**config.mk**
```make
export PLATFORM = sky130hd
export DESIGN_NAME = muldiv_seq_flat
export DESIGN_NICKNAME = d
export VERILOG_FILES = /design/src/rtl/muldiv_pkg.sv /design/src/rtl/muldiv_if.sv /design/src/rtl/muldiv_step.sv /design/src/rtl/muldiv_seq.sv /design/src/flat_wrapper.sv
export SDC_FILE = /design/constraint.sdc
export NUM_CORES = 1
export LEC_CHECK = 0
export BUFFER_PORTS_ARGS = -buffer_cell sky130_fd_sc_hd__buf_2
export CAP_MARGIN = 0
export CORE_MARGIN = 4
export CORE_UTILIZATION = 35
export CTS_BUF_LIST = sky130_fd_sc_hd__clkbuf_16
export DETAILED_ROUTE_END_ITERATION = 10
export GPL_ROUTABILITY_DRIVEN = 0
export PLACE_DENSITY = 0.58
export SYNTH_ARGS = -nofsm -noshare
export SYNTH_HDL_FRONTEND = slang
export SYNTH_SLANG_ARGS = --single-unit
```
**constraint.sdc**
```tcl
create_clock -name clk -period 3.9 [get_ports clk]
set_input_delay 0.78 -clock clk [delete_from_list [all_inputs] [get_ports clk]]
set_output_delay 0.78 -clock clk [all_outputs]
set_load 0.1 [all_outputs]
```
**src/rtl/muldiv_pkg.sv**
```systemverilog
// muldiv_pkg: funct codes, FSM states and operation kinds for the mult/div sequencer.
package muldiv_pkg;
  localparam logic [5:0] FUNCT_MULT  = 6'h18;
  localparam logic [5:0] FUNCT_MULTU = 6'h19;
  localparam logic [5:0] FUNCT_DIV   = 6'h1A;
  localparam logic [5:0] FUNCT_DIVU  = 6'h1B;
  typedef enum logic [1:0] {IDLE, CALC, FIX} state_t;
  typedef enum logic {MUL, DIV} op_t;
endpackage

```
**src/rtl/muldiv_if.sv**
```systemverilog
// muldiv_if: EX-stage request and HI/LO result bundle of the mult/div sequencer.
interface muldiv_if #(
  parameter int WIDTH = 32
);
  logic             start;
  logic [5:0]       funct;
  logic [WIDTH-1:0] rs_val;
  logic [WIDTH-1:0] rt_val;
  logic             flush;
  logic             busy;
  logic             done;
  logic [WIDTH-1:0] hi;
  logic [WIDTH-1:0] lo;
  modport master (output start, funct, rs_val, rt_val, flush, input busy, done, hi, lo);
  modport slave (input start, funct, rs_val, rt_val, flush, output busy, done, hi, lo);
endinterface

```
**src/rtl/muldiv_step.sv**
```systemverilog
// muldiv_step: one shift-add multiply or restoring shift-subtract divide iteration.
// The divide iteration exists only when MULDIV_DIV_EN is defined.
module muldiv_step import muldiv_pkg::*; #(
  parameter int WIDTH = 32
) (
`ifdef MULDIV_DIV_EN
  input  op_t              op_i,
`endif
  input  logic [WIDTH-1:0] acc_i,
  input  logic [WIDTH-1:0] aux_i,
  input  logic [WIDTH-1:0] opd_i,
  output logic [WIDTH-1:0] acc_o,
  output logic [WIDTH-1:0] aux_o
);
  logic [WIDTH:0] sum;
`ifdef MULDIV_DIV_EN
  logic [WIDTH:0] trial;
`endif
  always_comb begin
    sum = {1'b0, acc_i} + (aux_i[0] ? {1'b0, opd_i} : '0);
`ifdef MULDIV_DIV_EN
    trial = {acc_i, aux_i[WIDTH-1]} - {1'b0, opd_i};
    acc_o = (op_i == DIV) ? (trial[WIDTH] ? {acc_i[WIDTH-2:0], aux_i[WIDTH-1]} : trial[WIDTH-1:0]) : sum[WIDTH:1];
    aux_o = (op_i == DIV) ? {aux_i[WIDTH-2:0], ~trial[WIDTH]} : {sum[0], aux_i[WIDTH-1:1]};
`else
    acc_o = sum[WIDTH:1];
    aux_o = {sum[0], aux_i[WIDTH-1:1]};
`endif
  end
endmodule

```
**src/rtl/muldiv_seq.sv**
```systemverilog
// muldiv_seq: multi-cycle mult/multu/div/divu sequencer driving HI/LO and the stall.
// Define MULDIV_DIV_EN to build div/divu; otherwise those requests are ignored.
module muldiv_seq import muldiv_pkg::*; #(
  parameter int WIDTH = 32
) (
  input logic     clk,
  input logic     rst_n,
  muldiv_if.slave mif
);
  localparam int CW = $clog2(WIDTH);
  state_t             state_q, state_d;
  logic [CW-1:0]      cnt_q, cnt_d;
  logic [WIDTH-1:0]   acc_q, acc_d, aux_q, aux_d, opd_q, opd_d;
  logic [WIDTH-1:0]   hi_q, lo_q, step_acc, step_aux, abs_a, abs_b;
  logic               neg_q, neg_d, wr_q, wr_d, done_q;
  logic               sgn, sa, sb, is_mul, is_div;
  logic [2*WIDTH-1:0] prod, res;
`ifdef MULDIV_DIV_EN
  op_t                op_q, op_d;
  logic               rneg_q, rneg_d;
  assign is_div = mif.funct == FUNCT_DIV || mif.funct == FUNCT_DIVU;
`else
  assign is_div = 1'b0;
`endif
  assign is_mul = mif.funct == FUNCT_MULT || mif.funct == FUNCT_MULTU;
  assign sgn    = mif.funct == FUNCT_MULT || mif.funct == FUNCT_DIV;
  assign sa     = sgn & mif.rs_val[WIDTH-1];
  assign sb     = sgn & mif.rt_val[WIDTH-1];
  assign abs_a  = sa ? -mif.rs_val : mif.rs_val;
  assign abs_b  = sb ? -mif.rt_val : mif.rt_val;
  assign prod   = {acc_q, aux_q};
  // Iterations run on magnitudes; signs are reapplied once in FIX.
`ifdef MULDIV_DIV_EN
  assign res = (op_q == DIV) ? {rneg_q ? -acc_q : acc_q, neg_q ? -aux_q : aux_q} : neg_q ? -prod : prod;
`else
  assign res = neg_q ? -prod : prod;
`endif
  muldiv_step #(.WIDTH(WIDTH)) u_step (
`ifdef MULDIV_DIV_EN
    .op_i  (op_q),
`endif
    .acc_i (acc_q),
    .aux_i (aux_q),
    .opd_i (opd_q),
    .acc_o (step_acc),
    .aux_o (step_aux)
  );
  always_comb begin
    state_d = state_q;
    cnt_d   = cnt_q;
    acc_d   = acc_q;
    aux_d   = aux_q;
    opd_d   = opd_q;
    neg_d   = neg_q;
    wr_d    = 1'b0;
`ifdef MULDIV_DIV_EN
    op_d    = op_q;
    rneg_d  = rneg_q;
`endif
    if (state_q == IDLE) begin
      if (mif.start && !mif.flush && (is_mul || is_div)) begin
        state_d = CALC;
        cnt_d   = CW'(WIDTH - 1);
        acc_d   = '0;
        aux_d   = is_mul ? abs_b : abs_a;
        opd_d   = is_mul ? abs_a : abs_b;
        neg_d   = sa ^ sb;
`ifdef MULDIV_DIV_EN
        op_d    = is_mul ? MUL : DIV;
        rneg_d  = sa;
        if (is_div && mif.rt_val == '0) begin
          state_d = FIX;
          acc_d   = mif.rs_val;
          aux_d   = '1;
          neg_d   = 1'b0;
          rneg_d  = 1'b0;
        end
`endif
      end
    end else if (mif.flush) begin
      state_d = IDLE;
    end else if (state_q == CALC) begin
      state_d = (cnt_q == '0) ? FIX : CALC;
      cnt_d   = cnt_q - CW'(1);
      acc_d   = step_acc;
      aux_d   = step_aux;
    end else begin
      // Corrected result parks in acc/aux and is published to HI/LO one edge later.
      state_d        = IDLE;
      {acc_d, aux_d} = res;
      wr_d           = 1'b1;
    end
  end
  always_ff @(posedge clk or negedge rst_n) begin
    if (!rst_n) begin
      state_q <= IDLE;
      cnt_q   <= '0;
      acc_q   <= '0;
      aux_q   <= '0;
      opd_q   <= '0;
      neg_q   <= 1'b0;
      wr_q    <= 1'b0;
      done_q  <= 1'b0;
      hi_q    <= '0;
      lo_q    <= '0;
`ifdef MULDIV_DIV_EN
      op_q    <= MUL;
      rneg_q  <= 1'b0;
`endif
    end else begin
      state_q <= state_d;
      cnt_q   <= cnt_d;
      acc_q   <= acc_d;
      aux_q   <= aux_d;
      opd_q   <= opd_d;
      neg_q   <= neg_d;
      wr_q    <= wr_d;
      done_q  <= wr_q;
      if (wr_q) begin
        hi_q <= acc_q;
        lo_q <= aux_q;
      end
`ifdef MULDIV_DIV_EN
      op_q    <= op_d;
      rneg_q  <= rneg_d;
`endif
    end
  end
  assign mif.busy = state_q != IDLE;
  assign mif.done = done_q;
  assign mif.hi   = hi_q;
  assign mif.lo   = lo_q;
endmodule

```
**src/flat_wrapper.sv**
```systemverilog
// flat-port wrapper written by rule: the top's interface ports become plain ports
module muldiv_seq_flat import muldiv_pkg::*;
#(
  parameter int WIDTH = 32
)
  (clk, rst_n, mif_start, mif_funct, mif_rs_val, mif_rt_val, mif_flush, mif_busy, mif_done, mif_hi, mif_lo);
  muldiv_if #(.WIDTH(WIDTH)) mif_i ();
  input logic clk;
  input logic rst_n;
  input wire logic [$bits(mif_i.start)-1:0] mif_start;
  input wire logic [$bits(mif_i.funct)-1:0] mif_funct;
  input wire logic [$bits(mif_i.rs_val)-1:0] mif_rs_val;
  input wire logic [$bits(mif_i.rt_val)-1:0] mif_rt_val;
  input wire logic [$bits(mif_i.flush)-1:0] mif_flush;
  output wire logic [$bits(mif_i.busy)-1:0] mif_busy;
  output wire logic [$bits(mif_i.done)-1:0] mif_done;
  output wire logic [$bits(mif_i.hi)-1:0] mif_hi;
  output wire logic [$bits(mif_i.lo)-1:0] mif_lo;
  assign mif_i.start = mif_start;
  assign mif_i.funct = mif_funct;
  assign mif_i.rs_val = mif_rs_val;
  assign mif_i.rt_val = mif_rt_val;
  assign mif_i.flush = mif_flush;
  assign mif_busy = mif_i.busy;
  assign mif_done = mif_i.done;
  assign mif_hi = mif_i.hi;
  assign mif_lo = mif_i.lo;
  muldiv_seq #(.WIDTH(WIDTH)) u_core (.clk(clk), .rst_n(rst_n), .mif(mif_i));
endmodule
```
## Yosys cells after proc, flatten, opt, wreduce, memory -nomap -nowiden

Index checks and enable logic that the tools add are counted.

- Add/subtract/negate cells: 5
- Equality and inequality tests: 6
- Multiplexer cells: 26
- Bitwise operators: 3
- Reduce and logical (&&, ||, !) cells: 13

Operator list:

| operator | number |
|---|---|
| $mux W32 | 13 |
| $mux W64 | 1 |
| $neg A32 Y32 | 2 |
| $neg A64 Y64 | 1 |
| $add A32 B33 Y33 | 1 |
| $mux W5 | 4 |
| $eq A6 B5 Y1 const B | 3 |
| $mux W2 | 5 |
| $reduce_and A3 Y1 | 2 |
| $logic_not A5 Y1 | 1 |
| $sub A5 B1 Y5 const B | 1 |
| $reduce_bool A2 Y1 | 2 |
| $mux W1 | 3 |
| $reduce_bool A3 Y1 | 1 |
| $and A1 B1 Y1 | 2 |
| $eq A2 B1 Y1 const B | 1 |
| $logic_and A1 B1 Y1 | 2 |
| $logic_not A2 Y1 | 1 |
| $logic_or A1 B1 Y1 | 2 |
| $ne A2 B1 Y1 const B | 1 |
| $ne A2 B2 Y1 const B | 1 |
| $reduce_and A2 Y1 | 1 |
| $logic_not A1 Y1 | 1 |
| $xor A1 B1 Y1 | 1 |

- Register bits after elaboration: 170
- Bits of input ports: 74
- Output and inout port bits: 66
- Word-level logic and storage cells: 63

## Logic depth before layout (Yosys ltp)

- Depth after elaboration: 7
- Mapped depth: 15
- Depth with buffers taken out: 13

## By module

A second synthesis with hierarchy kept.

- Cell total of the unflattened synthesis: 1392
- Area, all modules: 12318.1 µm²

By module, submodules not included:

| module | instances | cells each | area each (µm²) | seq. area each (µm²) |
|---|---|---|---|---|
| muldiv_seq | 1 | 1097 | 10131.0 | 4254.1 |
| muldiv_step | 1 | 295 | 2187.1 | 0.0 |

## Worst setup path before layout

Ideal clock, no wire load.

- Kind: reg-to-reg
- From: register u_core.aux_q[0]
- To: register u_core.acc_q[31]
- Setup time: 0.124 ns
- Arrival time: 3.320 ns
- Required time: 3.776 ns
- Path slack: 0.456 ns
- Cell stages (with the launch flop): 16
- Buffers on the path: 2
- Period minus slack after synthesis: 3.444 ns
- Cells stage by stage: dfrtp_1 -> clkbuf_1 -> clkbuf_1 -> and2_1 -> ha_1 -> inv_1 -> fa_1 -> nor2b_1 -> o21ai_1 -> a21oi_1 -> o41ai_2 -> nand2_1 -> a211o_1 -> o311ai_0 -> a211oi_1 -> a211o_1

- Word-level cells in the longest chain between the ends: 5
- Elaborated cells on any way between the ends: 7
- Those cells by class: add/sub (2); mux (5)

Ends and longest elaborated chain:

| element | RTL line | RTL |
|---|---|---|
| from (decl) | muldiv_seq.sv:13 | `logic [WIDTH-1:0] acc_q, acc_d, aux_q, aux_d, opd_q, opd_d;` |
| from (signal assigned) | muldiv_seq.sv:114 | `aux_q <= aux_d;` |
| $neg A64 Y64 or $mux W32 (tied branches) | muldiv_seq.sv:36, muldiv_step.sv:20 |  |
| $mux W64 or $add A32 B33 Y33 (tied branches) | muldiv_seq.sv:36, muldiv_step.sv:20 |  |
| $mux W32 * | muldiv_seq.sv:82 | `end else if (state_q == CALC) begin` |
| $mux W32 * | muldiv_seq.sv:80 | `end else if (mif.flush) begin` |
| $mux W32 * | muldiv_seq.sv:60 | `if (state_q == IDLE) begin` |
| to (signal assigned) | muldiv_seq.sv:98 | `acc_q <= '0;` |
| to (signal assigned) | muldiv_seq.sv:113 | `acc_q <= acc_d;` |
| to (decl) | muldiv_seq.sv:13 |  |

Every way passes the cells marked *; elsewhere a longest branch is shown, timed or not. The select of a mux whose other input is x is not followed.
A chain may end at the register's enable or synchronous reset.

## Final worst setup path

Ends and elaborated chain as after synthesis.

==> results_dict.tcl <==
set metrics [dict create \
    cts_tree "done" \
    initial_core_util 0.357 \
    worst_setup_path_start_kind "flip-flop" \
    finish.utilization 0.415 \
    num_antenna_cells 0 \
    crit_fanout 27 \
    post_cts.repair.setup_buffers 0 \
    critPathCaptureType "flip-flop" \
    route.detailed.drc 0 \
    grt_antenna_before_repair 1 \
    cts_inserted_buffers 17 \
    synth-edff-count 0 \
    nets 1597 \
    async_flop_share 1.00 \
    crit_slowest_cell "dfrtp_1" \
    layout_common_cells "169 x dfrtp_1, 143 x nand2_1, 138 x buf_2" \
    hold_class "primary input to asynchronous set/reset pin" \
    ys.warnings.count 0 \
    status "completed" \
    core_um2 32700 \
    syn_nets 1473 \
    nFillCells 3407 \
    rows 66 \
    via_per_inst 5.62 \
    period_share 0.940 \
    finalSetupViolCount 0 \
    worst_slew_pin_slew_ns 0.986 \
    seq_area_frac_synth 0.364 \
    required_ns 4.23 \
    wl_per_cell_um 19.8 \
    worst_skew_pair.late_latency_ns 0.45 \
    hold_slack_ns 0.374 \
    drv_cap 0 \
    grt.overflow.total 0 \
    dp_hpwl_mm 29.2 \
    die_w_um 191 \
    slew_headroom 0.342 \
    hold_viol 0 \
    layout_commonest_cell "dfrtp_1" \
    layout-drive-gt1-share 0.204 \
    htree_num_levels 4 \
    syn_inst 1361 \
    io_pins 140 \
    fmaxAchievable_ghz 0.273 \
    grt_max_degree 76 \
    ys.flop_type "dfrtp_1" \
    drt_iter0_drc 962 \
    crit_arrival_ns 3.99 \
    firstDrtPassIters 5 \
    grt_pass1_vias 10265 \
    die_h_um 191 \
    num_vias 10896 \
    dieArea_um2 36400 \
    grt_pass1_wl_mm 59.8 \
    leakage_nw 6.20 \
    drv_slew 0 \
    period_needed_ns 3.67 \
    path_cells "buf_4, and2_1, ha_1, and3_1, nand2_1, a21oi_1, o41ai_2, nand2_1, a211o_1, o311ai_0, a211oi_1, a211o_1" \
    syn_to_final_growth_pct 16.2 \
    path_class "flip-flop to flip-flop" \
    clock-sinks 170 \
    ctsHoldBuffers 0 \
    rsz0062_at_grt "false" \
    netlist_area_um2 11700 \
    cts_buffer_depth 2 \
    finalSetupTns_ns 0 \
    ctsResizeCount 0 \
    synth_seq_cells 170 \
    synth_cell_types 70 \
    port-buffer-count 139 \
    cts_root_buf "clkbuf_16" \
    finalClockSkew_ns 0.0157 \
    syn_avg_cell_area_um2 8.59 \
    grt_usage 0.208 \
    clk_pin_slew_worst_paths_ns 0.08 \
    max-vdd-ir-drop_mv 0.334 \
    powerDensity_nw_per_um2 367 \
    totalWireLength_mm 38.4 \
    cp_slowest_stage_delay_ns 0.60 \
    drt.antenna.violating_nets 0 \
]
state kept, by name, summed over array words and instances, names as in the netlist:
signal / flops
u_core.acc_q: 32
u_core.aux_q: 32
u_core.cnt_q: 5
u_core.mif.done: 1
u_core.mif.hi: 32
u_core.mif.lo: 32
u_core.neg_q: 1
u_core.opd_q: 32
u_core.state_q: 2
u_core.wr_q: 1
synth_stat cells (3+ instances only):
cell,n,area share
dfrtp_1,170,0.36
nand2_1,143,0.046
o21ai_0,120,0.051
nor2_1,115,0.037
a21oi_1,97,0.042
clkbuf_1,73,0.023
mux2_2,70,0.067
nor3_1,57,0.024
xnor2_1,57,0.043
ha_1,37,0.040
xor2_1,37,0.028
and2_1,36,0.019
a21o_1,30,0.019
inv_1,30,0.0096
nand3_1,21,0.0090
or3_1,20,0.011
a31oi_1,17,0.0091
a211oi_1,16,0.010
a221oi_1,16,0.012
nor2b_1,14,0.0075
or4_1,14,0.0090
and3_1,12,0.0064
nor4_1,11,0.0059
nand2b_1,10,0.0054
o41ai_1,10,0.0075
o22ai_1,8,0.0043
o311ai_0,8,0.0060
a22oi_1,7,0.0045
nand4_1,7,0.0037
o21a_1,7,0.0045
o31ai_1,7,0.0045
nor3b_1,6,0.0039
o211ai_1,6,0.0039
a221o_1,5,0.0043
mux2i_1,5,0.0043
a211o_1,4,0.0030
a222oi_1,4,0.0034
buf_1,4,0.0013
o21bai_1,4,0.0026
or2_2,4,0.0021
a32oi_1,3,0.0022
nand3b_1,3,0.0019
where the power goes:
group | total, mW | internal (mW) | switching (mW)
registers | 2.29 | 1.96 | 0.326
logic | 1.00 | 0.399 | 0.603
clock network | 1.69 | 0.894 | 0.795
total | 4.98 | 3.25 | 1.72
final timing paths:
path	from	cells past startpoint	slack, ns	to
min in group clk	u_core.opd_q[30]	2	0.47	u_core.opd_q[30]
min reg2reg	u_core.opd_q[30]	2	0.47	u_core.opd_q[30]
max	u_core.aux_q[0]	12	0.23	u_core.acc_q[31]
min	rst_n	1	0.37	u_core.aux_q[2]
max reg2reg	u_core.aux_q[0]	12	0.23	u_core.acc_q[31]
max in group asynchronous	rst_n	2	2.79	u_core.mif.hi[19]
per-stage QoR:
step	worst slack (ns)	std cells	area (µm²)	total power, mW
2_1_floorplan	0.456	1361	11700	2.92
3_3_place_gp	0.389	1908	13000	3.28
3_5_place_dp	0.289	1908	13000	3.30
4_1_cts	0.264	1940	13600	5.00
5_1_grt	0.0124	1940	13600	5.22
6_report	0.234	1940	13600	4.98
layout make-up:
class                           count  area, µm²  share of cell area
Tap cell                          442        553              0.0407
Multi-Input combinational cell   1081       7020               0.517
Inverter                           30        113             0.00829
Timing Repair Buffer              185       1070              0.0790
Clock inverter                     15        144              0.0106
Clock buffer                       17        425              0.0313
Sequential cell                   170       4260               0.313
cell families (layout without fill, tap and decap cells):
family	count (synthesis)	in the layout	synth area share
buffers and inverters	110	247	0.0364
multiplexers	75	75	0.0717
XOR/XNOR	94	94	0.0705
flip-flops	170	170	0.364
AO/OA/AOI/OAI	387	387	0.208
AND/OR/NAND/NOR	487	487	0.208
adder cells (fa/ha/maj)	38	38	0.0413
layer usage:
metal,up-vias,global-route usage,part of all wire,wire length (µm)
li1,5199,-,-,-
met1,5264,0.302,0.48,18300
met2,377,0.320,0.45,17100
met3,54,0.0355,0.057,2170
met4,2,0.0599,0.021,822
met5,-,0,0.00018,7
worst max-delay path, delay by kind of cell (launching register included):
kind                       cells  cell delay [ns]
adders and majority gates      1             0.28
and+or+nand+nor                4             0.60
buffers and inverters          1             0.31
DFF                            1             0.60
AOI/OAI and AO/OA              6             1.76
Note: power is estimated with default switching activity, not from simulation.
